===== src/rtl/axi_pkg.sv =====
// Shared definitions for the 2:1 AXI arbiter: FSM encodings and ID widening.
// No logic; pure constants and a width helper.
// Not applicable: carries no handshakes.
package axi_pkg;

   // Write-side FSM encodings
   localparam logic [1:0] W_IDLE = 2'd0;
   localparam logic [1:0] W_ADDR = 2'd1;
   localparam logic [1:0] W_DATA = 2'd2;

   // Read-side FSM encodings
   localparam logic [0:0] R_IDLE = 1'b0;
   localparam logic [0:0] R_ADDR = 1'b1;

   // Downstream IDs carry one extra MSB naming the upstream port
   localparam int ID_EXT_BITS = 1;

   // Master 0 gets first priority out of reset
   localparam logic RESET_LAST_GRANT = 1'b1;

   // Downstream ID width for a given upstream ID width
   function automatic int ext_id_wd(input int id_wd);
      return id_wd + ID_EXT_BITS;
   endfunction

endpackage


===== src/rtl/axi_rr_arb2.sv =====
// Two-requester round-robin arbiter with a latched grant and last-grant register.
// Latency: grant registered on the cycle after load; last_grant updates on done.
// Backpressure: none; the caller decides when to load and when the burst is done.
module axi_rr_arb2
   import axi_pkg::*;
(
   input  logic       clk,
   input  logic       rst_n,
   input  logic [1:0] req,
   input  logic       load,
   input  logic       done,
   output logic       grant,
   output logic       last_grant
);

   logic pick;

   // On a tie the requester not served last wins; otherwise the lone requester
   always_comb begin
      pick = req[1];
      if (req == 2'b11) begin
         pick = ~last_grant;
      end
   end

   // Hold the grant for the whole burst; remember who finished last
   always_ff @(posedge clk or negedge rst_n) begin
      if (!rst_n) begin
         grant      <= 1'b0;
         last_grant <= RESET_LAST_GRANT;
      end else begin
         if (load && (|req)) begin
            grant <= pick;
         end
         if (done) begin
            last_grant <= grant;
         end
      end
   end

endmodule


===== src/rtl/axi_arbiter_2to1.sv =====
// Two AXI4 masters onto one downstream port; per-channel round-robin for AW/W and AR.
// Latency: AW/AR visible downstream 1 cycle after VALID; one idle cycle between grants.
// Backpressure: downstream READYs pass to the granted master only; B/R routed by ID MSB.
module axi_arbiter_2to1
   import axi_pkg::*;
#(
   parameter int AXI_ID_WD   = 2,
   parameter int AXI_DATA_WD = 32,
   parameter int AXI_ADDR_WD = 32,
   parameter int AXI_STRB_WD = 4
) (
   input  logic                   S_AXI_ACLK,
   input  logic                   S_AXI_ARESETN,
   // upstream port 0
   input  logic [AXI_ADDR_WD-1:0] S0_AXI_AWADDR,
   input  logic [AXI_ID_WD-1:0]   S0_AXI_AWID,
   input  logic [1:0]             S0_AXI_AWBURST,
   input  logic [2:0]             S0_AXI_AWSIZE,
   input  logic [7:0]             S0_AXI_AWLEN,
   input  logic                   S0_AXI_AWVALID,
   output logic                   S0_AXI_AWREADY,
   input  logic [AXI_DATA_WD-1:0] S0_AXI_WDATA,
   input  logic [AXI_STRB_WD-1:0] S0_AXI_WSTRB,
   input  logic                   S0_AXI_WLAST,
   input  logic                   S0_AXI_WVALID,
   output logic                   S0_AXI_WREADY,
   output logic [AXI_ID_WD-1:0]   S0_AXI_BID,
   output logic [1:0]             S0_AXI_BRESP,
   output logic                   S0_AXI_BVALID,
   input  logic                   S0_AXI_BREADY,
   input  logic [AXI_ADDR_WD-1:0] S0_AXI_ARADDR,
   input  logic [AXI_ID_WD-1:0]   S0_AXI_ARID,
   input  logic [1:0]             S0_AXI_ARBURST,
   input  logic [2:0]             S0_AXI_ARSIZE,
   input  logic [7:0]             S0_AXI_ARLEN,
   input  logic                   S0_AXI_ARVALID,
   output logic                   S0_AXI_ARREADY,
   output logic [AXI_DATA_WD-1:0] S0_AXI_RDATA,
   output logic                   S0_AXI_RLAST,
   output logic [AXI_ID_WD-1:0]   S0_AXI_RID,
   output logic [1:0]             S0_AXI_RRESP,
   output logic                   S0_AXI_RVALID,
   input  logic                   S0_AXI_RREADY,
   // upstream port 1
   input  logic [AXI_ADDR_WD-1:0] S1_AXI_AWADDR,
   input  logic [AXI_ID_WD-1:0]   S1_AXI_AWID,
   input  logic [1:0]             S1_AXI_AWBURST,
   input  logic [2:0]             S1_AXI_AWSIZE,
   input  logic [7:0]             S1_AXI_AWLEN,
   input  logic                   S1_AXI_AWVALID,
   output logic                   S1_AXI_AWREADY,
   input  logic [AXI_DATA_WD-1:0] S1_AXI_WDATA,
   input  logic [AXI_STRB_WD-1:0] S1_AXI_WSTRB,
   input  logic                   S1_AXI_WLAST,
   input  logic                   S1_AXI_WVALID,
   output logic                   S1_AXI_WREADY,
   output logic [AXI_ID_WD-1:0]   S1_AXI_BID,
   output logic [1:0]             S1_AXI_BRESP,
   output logic                   S1_AXI_BVALID,
   input  logic                   S1_AXI_BREADY,
   input  logic [AXI_ADDR_WD-1:0] S1_AXI_ARADDR,
   input  logic [AXI_ID_WD-1:0]   S1_AXI_ARID,
   input  logic [1:0]             S1_AXI_ARBURST,
   input  logic [2:0]             S1_AXI_ARSIZE,
   input  logic [7:0]             S1_AXI_ARLEN,
   input  logic                   S1_AXI_ARVALID,
   output logic                   S1_AXI_ARREADY,
   output logic [AXI_DATA_WD-1:0] S1_AXI_RDATA,
   output logic                   S1_AXI_RLAST,
   output logic [AXI_ID_WD-1:0]   S1_AXI_RID,
   output logic [1:0]             S1_AXI_RRESP,
   output logic                   S1_AXI_RVALID,
   input  logic                   S1_AXI_RREADY,
   // downstream port
   output logic [AXI_ADDR_WD-1:0] M_AXI_AWADDR,
   output logic [AXI_ID_WD:0]     M_AXI_AWID,
   output logic [1:0]             M_AXI_AWBURST,
   output logic [2:0]             M_AXI_AWSIZE,
   output logic [7:0]             M_AXI_AWLEN,
   output logic                   M_AXI_AWVALID,
   input  logic                   M_AXI_AWREADY,
   output logic [AXI_DATA_WD-1:0] M_AXI_WDATA,
   output logic [AXI_STRB_WD-1:0] M_AXI_WSTRB,
   output logic                   M_AXI_WLAST,
   output logic                   M_AXI_WVALID,
   input  logic                   M_AXI_WREADY,
   input  logic [AXI_ID_WD:0]     M_AXI_BID,
   input  logic [1:0]             M_AXI_BRESP,
   input  logic                   M_AXI_BVALID,
   output logic                   M_AXI_BREADY,
   output logic [AXI_ADDR_WD-1:0] M_AXI_ARADDR,
   output logic [AXI_ID_WD:0]     M_AXI_ARID,
   output logic [1:0]             M_AXI_ARBURST,
   output logic [2:0]             M_AXI_ARSIZE,
   output logic [7:0]             M_AXI_ARLEN,
   output logic                   M_AXI_ARVALID,
   input  logic                   M_AXI_ARREADY,
   input  logic [AXI_DATA_WD-1:0] M_AXI_RDATA,
   input  logic                   M_AXI_RLAST,
   input  logic [AXI_ID_WD:0]     M_AXI_RID,
   input  logic [1:0]             M_AXI_RRESP,
   input  logic                   M_AXI_RVALID,
   output logic                   M_AXI_RREADY
);

   localparam int M_ID_WD = ext_id_wd(AXI_ID_WD);

   logic [1:0] w_state;
   logic [0:0] r_state;
   logic       wgrant, rgrant;
   logic       w_last_grant, r_last_grant;
   logic       w_load, aw_hs, w_done;
   logic       r_load, ar_hs;
   logic       in_w_addr, in_w_data, in_r_addr;
   logic       b_sel, r_sel;

   assign in_w_addr = (w_state == W_ADDR);
   assign in_w_data = (w_state == W_DATA);
   assign in_r_addr = (r_state == R_ADDR);

   assign w_load = (w_state == W_IDLE) && (S0_AXI_AWVALID || S1_AXI_AWVALID);
   assign aw_hs  = M_AXI_AWVALID && M_AXI_AWREADY;
   assign w_done = M_AXI_WVALID && M_AXI_WREADY && M_AXI_WLAST;
   assign r_load = (r_state == R_IDLE) && (S0_AXI_ARVALID || S1_AXI_ARVALID);
   assign ar_hs  = M_AXI_ARVALID && M_AXI_ARREADY;

   axi_rr_arb2 u_warb (
      .clk        (S_AXI_ACLK),
      .rst_n      (S_AXI_ARESETN),
      .req        ({S1_AXI_AWVALID, S0_AXI_AWVALID}),
      .load       (w_load),
      .done       (w_done),
      .grant      (wgrant),
      .last_grant (w_last_grant)
   );

   axi_rr_arb2 u_rarb (
      .clk        (S_AXI_ACLK),
      .rst_n      (S_AXI_ARESETN),
      .req        ({S1_AXI_ARVALID, S0_AXI_ARVALID}),
      .load       (r_load),
      .done       (ar_hs),
      .grant      (rgrant),
      .last_grant (r_last_grant)
   );

   // Write FSM: arbitrate, pass one AW, then the matching W burst up to WLAST
   always_ff @(posedge S_AXI_ACLK or negedge S_AXI_ARESETN) begin
      if (!S_AXI_ARESETN) begin
         w_state <= W_IDLE;
      end else begin
         case (w_state)
            W_IDLE:  if (w_load) w_state <= W_ADDR;
            W_ADDR:  if (aw_hs)  w_state <= W_DATA;
            W_DATA:  if (w_done) w_state <= W_IDLE;
            default: w_state <= W_IDLE;
         endcase
      end
   end

   // Read FSM: arbitrate and pass one AR; data returns by ID, not by state
   always_ff @(posedge S_AXI_ACLK or negedge S_AXI_ARESETN) begin
      if (!S_AXI_ARESETN) begin
         r_state <= R_IDLE;
      end else begin
         case (r_state)
            R_IDLE:  if (r_load) r_state <= R_ADDR;
            R_ADDR:  if (ar_hs)  r_state <= R_IDLE;
            default: r_state <= R_IDLE;
         endcase
      end
   end

   // AW/W payload follows the write grant; VALIDs only leave the FSM's own state
   assign M_AXI_AWADDR   = wgrant ? S1_AXI_AWADDR  : S0_AXI_AWADDR;
   assign M_AXI_AWID     = {wgrant, (wgrant ? S1_AXI_AWID : S0_AXI_AWID)};
   assign M_AXI_AWBURST  = wgrant ? S1_AXI_AWBURST : S0_AXI_AWBURST;
   assign M_AXI_AWSIZE   = wgrant ? S1_AXI_AWSIZE  : S0_AXI_AWSIZE;
   assign M_AXI_AWLEN    = wgrant ? S1_AXI_AWLEN   : S0_AXI_AWLEN;
   assign M_AXI_AWVALID  = in_w_addr && (wgrant ? S1_AXI_AWVALID : S0_AXI_AWVALID);
   assign S0_AXI_AWREADY = in_w_addr && !wgrant && M_AXI_AWREADY;
   assign S1_AXI_AWREADY = in_w_addr &&  wgrant && M_AXI_AWREADY;

   assign M_AXI_WDATA    = wgrant ? S1_AXI_WDATA : S0_AXI_WDATA;
   assign M_AXI_WSTRB    = wgrant ? S1_AXI_WSTRB : S0_AXI_WSTRB;
   assign M_AXI_WLAST    = wgrant ? S1_AXI_WLAST : S0_AXI_WLAST;
   assign M_AXI_WVALID   = in_w_data && (wgrant ? S1_AXI_WVALID : S0_AXI_WVALID);
   assign S0_AXI_WREADY  = in_w_data && !wgrant && M_AXI_WREADY;
   assign S1_AXI_WREADY  = in_w_data &&  wgrant && M_AXI_WREADY;

   // AR payload follows the read grant
   assign M_AXI_ARADDR   = rgrant ? S1_AXI_ARADDR  : S0_AXI_ARADDR;
   assign M_AXI_ARID     = {rgrant, (rgrant ? S1_AXI_ARID : S0_AXI_ARID)};
   assign M_AXI_ARBURST  = rgrant ? S1_AXI_ARBURST : S0_AXI_ARBURST;
   assign M_AXI_ARSIZE   = rgrant ? S1_AXI_ARSIZE  : S0_AXI_ARSIZE;
   assign M_AXI_ARLEN    = rgrant ? S1_AXI_ARLEN   : S0_AXI_ARLEN;
   assign M_AXI_ARVALID  = in_r_addr && (rgrant ? S1_AXI_ARVALID : S0_AXI_ARVALID);
   assign S0_AXI_ARREADY = in_r_addr && !rgrant && M_AXI_ARREADY;
   assign S1_AXI_ARREADY = in_r_addr &&  rgrant && M_AXI_ARREADY;

   // B/R return paths are stateless, steered by the ID MSB; held quiet while in reset
   assign b_sel = M_AXI_BID[M_ID_WD-1];
   assign r_sel = M_AXI_RID[M_ID_WD-1];

   assign S0_AXI_BID    = M_AXI_BID[AXI_ID_WD-1:0];
   assign S1_AXI_BID    = M_AXI_BID[AXI_ID_WD-1:0];
   assign S0_AXI_BRESP  = M_AXI_BRESP;
   assign S1_AXI_BRESP  = M_AXI_BRESP;
   assign S0_AXI_BVALID = S_AXI_ARESETN && M_AXI_BVALID && !b_sel;
   assign S1_AXI_BVALID = S_AXI_ARESETN && M_AXI_BVALID &&  b_sel;
   assign M_AXI_BREADY  = S_AXI_ARESETN && (b_sel ? S1_AXI_BREADY : S0_AXI_BREADY);

   assign S0_AXI_RID    = M_AXI_RID[AXI_ID_WD-1:0];
   assign S1_AXI_RID    = M_AXI_RID[AXI_ID_WD-1:0];
   assign S0_AXI_RDATA  = M_AXI_RDATA;
   assign S1_AXI_RDATA  = M_AXI_RDATA;
   assign S0_AXI_RLAST  = M_AXI_RLAST;
   assign S1_AXI_RLAST  = M_AXI_RLAST;
   assign S0_AXI_RRESP  = M_AXI_RRESP;
   assign S1_AXI_RRESP  = M_AXI_RRESP;
   assign S0_AXI_RVALID = S_AXI_ARESETN && M_AXI_RVALID && !r_sel;
   assign S1_AXI_RVALID = S_AXI_ARESETN && M_AXI_RVALID &&  r_sel;
   assign M_AXI_RREADY  = S_AXI_ARESETN && (r_sel ? S1_AXI_RREADY : S0_AXI_RREADY);

endmodule


===== config.mk =====
export PLATFORM = sky130hd
export DESIGN_NAME = axi_arbiter_2to1
export DESIGN_NICKNAME = d
export VERILOG_FILES = /design/src/rtl/axi_pkg.sv /design/src/rtl/axi_rr_arb2.sv /design/src/rtl/axi_arbiter_2to1.sv
export SDC_FILE = /design/constraint.sdc
export NUM_CORES = 1
export LEC_CHECK = 0
export CORE_AREA = 5 5 212 214
export DETAILED_ROUTE_END_ITERATION = 7
export DIE_AREA = 0 0 217 219
export GPL_TIMING_DRIVEN = 0
export SLEW_MARGIN = 20
export SYNTH_ARGS = -nofsm -noshare
export SYNTH_HDL_FRONTEND = slang
export SYNTH_HIERARCHICAL = 1
export SYNTH_SLANG_ARGS = --single-unit

===== constraint.sdc =====
create_clock -name S_AXI_ACLK -period 1.9 [get_ports S_AXI_ACLK]
set_clock_uncertainty 0.15 [all_clocks]
set_input_delay 0.57 -clock S_AXI_ACLK [delete_from_list [all_inputs] [get_ports S_AXI_ACLK]]
set_output_delay 0.57 -clock S_AXI_ACLK [all_outputs]
set_load 0.01 [all_outputs]

Word-level counts from Yosys, hierarchy flattened
Cells that the tools add are included.
W data, S select, Z words.
- output and inout bits: 230
- ROM bits: 0
- input port bits: 322
- register bits: 7
- RAM bits: 0
- latch bits: 0
- logic and storage cells: 84
- memories kept: 0
- bitwise operators: 3
- multipliers: 0
- equal/unequal tests: 7
- add/sub/neg operators: 0
- divide/modulo/power cells: 0
- reduce and logical (&&, ||, !) cells: 41
- shifts and indexed selects: 0
- mux-type cells: 27
- $lt $le $gt $ge: 0
- operator list (kind ; count):
    $mux W32 ; 3
    $logic_and A1 B1 Y1 ; 31
    $mux W8 ; 2
    $mux W2 ; 7
    $mux W1 ; 10
    $eq A2 B2 Y1 const B ; 3
    $mux W3 ; 2
    $pmux W2 S3 ; 1
    $logic_not A1 Y1 ; 4
    $mux W4 ; 1
    $ne A2 B1 Y1 const B ; 2
    $reduce_or A2 Y1 ; 2
    $not A1 Y1 ; 3
    $reduce_and A3 Y1 ; 1
    $eq A2 B1 Y1 const B ; 1
    $logic_not A2 Y1 ; 1
    $logic_or A1 B1 Y1 ; 2
    $ne A2 B2 Y1 const B ; 1
    $pmux W1 S2 ; 1

Logic depth before layout (Yosys ltp)
- word-level depth: 6
- mapped depth: 5
- mapped depth without buffers: 4

By module
Netlist, hierarchy kept.
- modules (own cells, without submodules) (module ; seq. area each (sq um) ; cells each ; times used ; area an instance (sq um)):
    axi_arbiter_2to1 ; 75.1 ; 276 ; 1 ; 2588.7
    axi_rr_arb2 ; 51.3 ; 6 ; 2 ; 80.1

Worst setup path before layout
Ideal clock, no wire load.
- path kind: register to output
- from: register u_warb.grant
- to: output port M_AXI_AWADDR[10]
- setup slack: 0.111 ns
- cell stages (with the launch flop): 4
- data required time: 1.180 ns
- path buffers: 2
- data arrival time: 1.069 ns
- cell sequence: dfrtp_1 > buf_6 > buf_6 > mux2_2
- cells in the longest elaborated chain, start to end: 1
- ends and longest elaborated chain (item ; RTL line ; source):
    from (decl) ; axi_rr_arb2.sv:12 ; output logic grant,
    from (signal assigned) ; axi_rr_arb2.sv:33 ; grant <= pick;
    $mux W32 ; axi_arbiter_2to1.sv:175 ; assign M_AXI_AWADDR = wgrant ? S1_AXI_AWADDR : S0_AXI_AWADDR;
    to (decl) ; axi_arbiter_2to1.sv:75 ; output logic [AXI_ADDR_WD-1:0] M_AXI_AWADDR,
No other way between the ends.

Final worst setup path
- from: register u_warb.grant
- to: output port M_AXI_AWADDR[3]
Same word-level chain as after synthesis.

==> results.md <==
- DR WL/cell: between 15 and 20 um
- Vias in the first global route: 4,765
- DRC: 0
- Sw frac: 0.346
- # Max-Cap Violations: 0
- Power Density: 960 nW/um2
- Final setup vio count: 140
- H-tree levels: 1
- Nets: between 1,000 and 1,500
- Critical path type: reg -> out
- Slew margin rel.: 0.677
- Detailed-route via count: 4,422
- Most area-hungry cell type in the Yosys netlist: mux2_2
- Clk slew on worst S/H paths: 0.04 ns
- Syn nets: 610
- Placed Instances: between 1,000 and 1,500
- Metal3 WL: 2.76 mm
- Die boundary width: 217 um
- EDFF count, synth: 0
- Die Y: 219 um
- Most common cell in the netlist: mux2_2
- Failing checks: negative setup slack
- PortBufs: 510
- Status: finished with violations
- Clk_lat worst skew: about 0.24 ns
- Die area: around 48,000 um2
- Crit path launch type: register
- TritonCTS clock tree: built
- Critical path endpoint category: output port
- Crit Path Max Fanout: 8
- Clock sinks: 7
- # fillers: 4,590
- GP Congestion: roughly 0.82
- Setup TNS: -42.41 ns
- Slew @ Worst Pin: 0.483 ns
- Top-level port count: roughly 550
- P_int: a little over 0.006 W
- Sequential cell fraction of total power: 0.033
- Max frequency: 440 MHz
- Post-synth ARST share: 1.00
- Yosys top cell area share: 0.545
- Fin cells: 1,391
- WP data arrival: 1.55 ns
- Layout cells sized above 1: 0.527
- Final Cycle Share: 1.20
- Number of synthesized register bits: 7
- Num CTS Buffers: 3
- Worst vdd ir: about 0.66 mV
- Sw Pwr: between 0.003 and 0.004 W
- Antenna-violating nets left: 0
- First-pass GRT wire length: 32.5 mm
- Initial antenna violation count: 7
- Pins Over Slew Limit: 0
- Avg Cell Area, Syn: 9.54 um2
- Most used cell, CP: buf_12
- Critical path, cell by cell: buf_12 -> buf_12 -> clkbuf_16 -> mux2_4 -> buf_6
- Hold WC Path Type: in -> async
- Total Routing Usage GR: 0.0928
- Clock network fraction of total power: 0.041
- Final hold violations: 0
- Leakage power: 4.56 nW
- Combinational power share: 0.926
- Distinct cell type count after synthesis: 23
- Tmin final: approximately 2.3 ns
- Cell Area, Synth: 2750 um2
- Critical path data required time: between 1 and 1.5 ns
- Core ar.: 42,700 um2
- Register Area: 180 um2
- Root buf cell: clkbuf_16
- Fin area: 9890 um2
- Most used flip-flop cell after synthesis: dfrtp_1
- Starting Density: 0.0644
- Largest net degree at the start of global routing: 14
- Pre-CTS setup slack: -1.49 ns
- Worst path max stage delay: 0.42 ns
- Std cell rows: 76
- RSZ-0062 raised after global routing: yes
- Total congestion overflow: 0
- Multi-input logic area: roughly 2100 um2
- Met2 routed WL: 13.9 mm
- Total Routed Length: 25.7 mm
- Max Root-Sink Buffers: 2
- Worst setup margin: -0.371 ns
- Initial DRC Count: 75
- Routed length on met1: around 8.1 mm
- Routed vias/inst: roughly 3.2
- Slowest CP cell: dfrtp_2
- Top cells by area, synth: mux2_2, buf_4, dfrtp_1
- Commonest cells in the netlist: mux2_2, buf_4, buf_6
- Top layer in use: met5
- Yosys warns: 6
- Final HPWL DP: 22.1 mm
- Area Overhead vs Synth: 260%
- DR pass1 iterations: 4
- Post-Synthesis Cells: 288
- Placed cell areas: 8540 um2
- Sequential area share after synthesis: 0.0646
==> per-stage QoR <==
stage               hold slack [ns]   util  power [W]
global placement              0.429  0.200    0.00647
global route                  0.175  0.232    0.00998
detailed placement            0.430  0.200    0.00647
floorplan                     0.124      -    0.00321
finish                        0.161  0.232    0.00949
CTS                         0.00674  0.217    0.00851
==> registers in the layout, indices dropped and copies added (netlist names) <==
signal,cells
in_r_addr,1
u_rarb/grant,1
u_rarb/last_grant,1
u_warb/grant,1
u_warb/last_grant,1
w_state,2
==> cell usage in the layout (no fill, tap or decap), types with 2 or more instances in the layout <==
cell type and instances:
dlymetal6s2s_1 32, buf_6 149, clkbuf_16 12, a32o_1 2, buf_16 3, mux2_4 64, clkdlybuf4s15_1 2, dlygate4sd2_1 29
buf_12 18, buf_4 93, nor2_4 3, clkdlybuf4s50_1 296, dfrtp_2 2, nor3_1 2, mux2_2 69, nor2b_1 5
nand2_1 8, nor2_1 6, nor2_2 2, and3_4 4, nand2b_1 2, mux2i_1 3, buf_8 7, buf_2 12
dfrtp_1 3, dfstp_2 2
==> layer usage <==
metal	vias to the layer above	GRT usage
li1	2048	-
met1	1983	0.0844
met2	353	0.186
met3	36	0.0326
met4	2	0.0360
met5	-	0
==> timing repair <==
item,4_1_cts,5_1_grt
endpoints found under the setup margin,162,172
pin swaps,3,3
cloned,5,9
gates resized for setup,849,137
hold buffers,0,1
hold endpoints to repair,0,5
buffers inserted,20,14
==> final cells by class <==
type / instances / share of cell area
buffer: 96 / 0.0869
multi-input combinational: 181 / 0.211
clock buffer: 4 / 0.00797
sequential: 7 / 0.0182
timing repair buffer: 556 / 0.607
antenna: 1 / 0.000253
tap: 546 / 0.0691
==> cells by family (layout without fill, tap and decap cells) <==
logic type / count (synthesis) / count (layout) / share of synthesized area
AO/OA/AOI/OAI: 6 / 6 / 0.0168
buffers and inverters: 100 / 656 / 0.287
multiplexers: 138 / 138 / 0.564
AND/OR/NAND/NOR: 37 / 37 / 0.0669
other: 0 / 1 / 0
flip-flops: 7 / 7 / 0.0646
==> power groups by stage <==
stage	Clock (W)	Sequential (W)	Combinational [W]
after floorplan	0	0.000284	0.00293
after global placement	0	0.000301	0.00617
after detailed placement	0	0.000305	0.00617
after CTS	0.000409	0.000297	0.00781
after global routing	0.000417	0.000320	0.00925
final	0.000388	0.000312	0.00879
==> final timing paths <==
path | from | to | slack, ns | depth (start not counted)
max | u_warb/grant$_DFFE_PN0P_ | M_AXI_AWADDR[3] | -0.37 | 5
min reg2reg | in_r_addr$_DFF_PN0_ | in_r_addr$_DFF_PN0_ | 0.46 | 2
min in group S_AXI_ACLK | in_r_addr$_DFF_PN0_ | in_r_addr$_DFF_PN0_ | 0.46 | 2
max reg2reg | u_rarb/grant$_DFFE_PN0P_ | u_rarb/last_grant$_DFFE_PN1P_ | 0.07 | 6
max in group asynchronous | S_AXI_ARESETN | u_warb/grant$_DFFE_PN0P_ | 0.51 | 2
min | S_AXI_ARESETN | u_rarb/last_grant$_DFFE_PN1P_ | 0.16 | 1
==> critical path, delay by kind of cell (launching register included) <==
kind / cells / cell delay [ns]
buffers and inverters: 4 / 0.58
flip-flops: 1 / 0.42
multiplexers: 1 / 0.30
No activity file was read; power rests on OpenSTA's default activity.
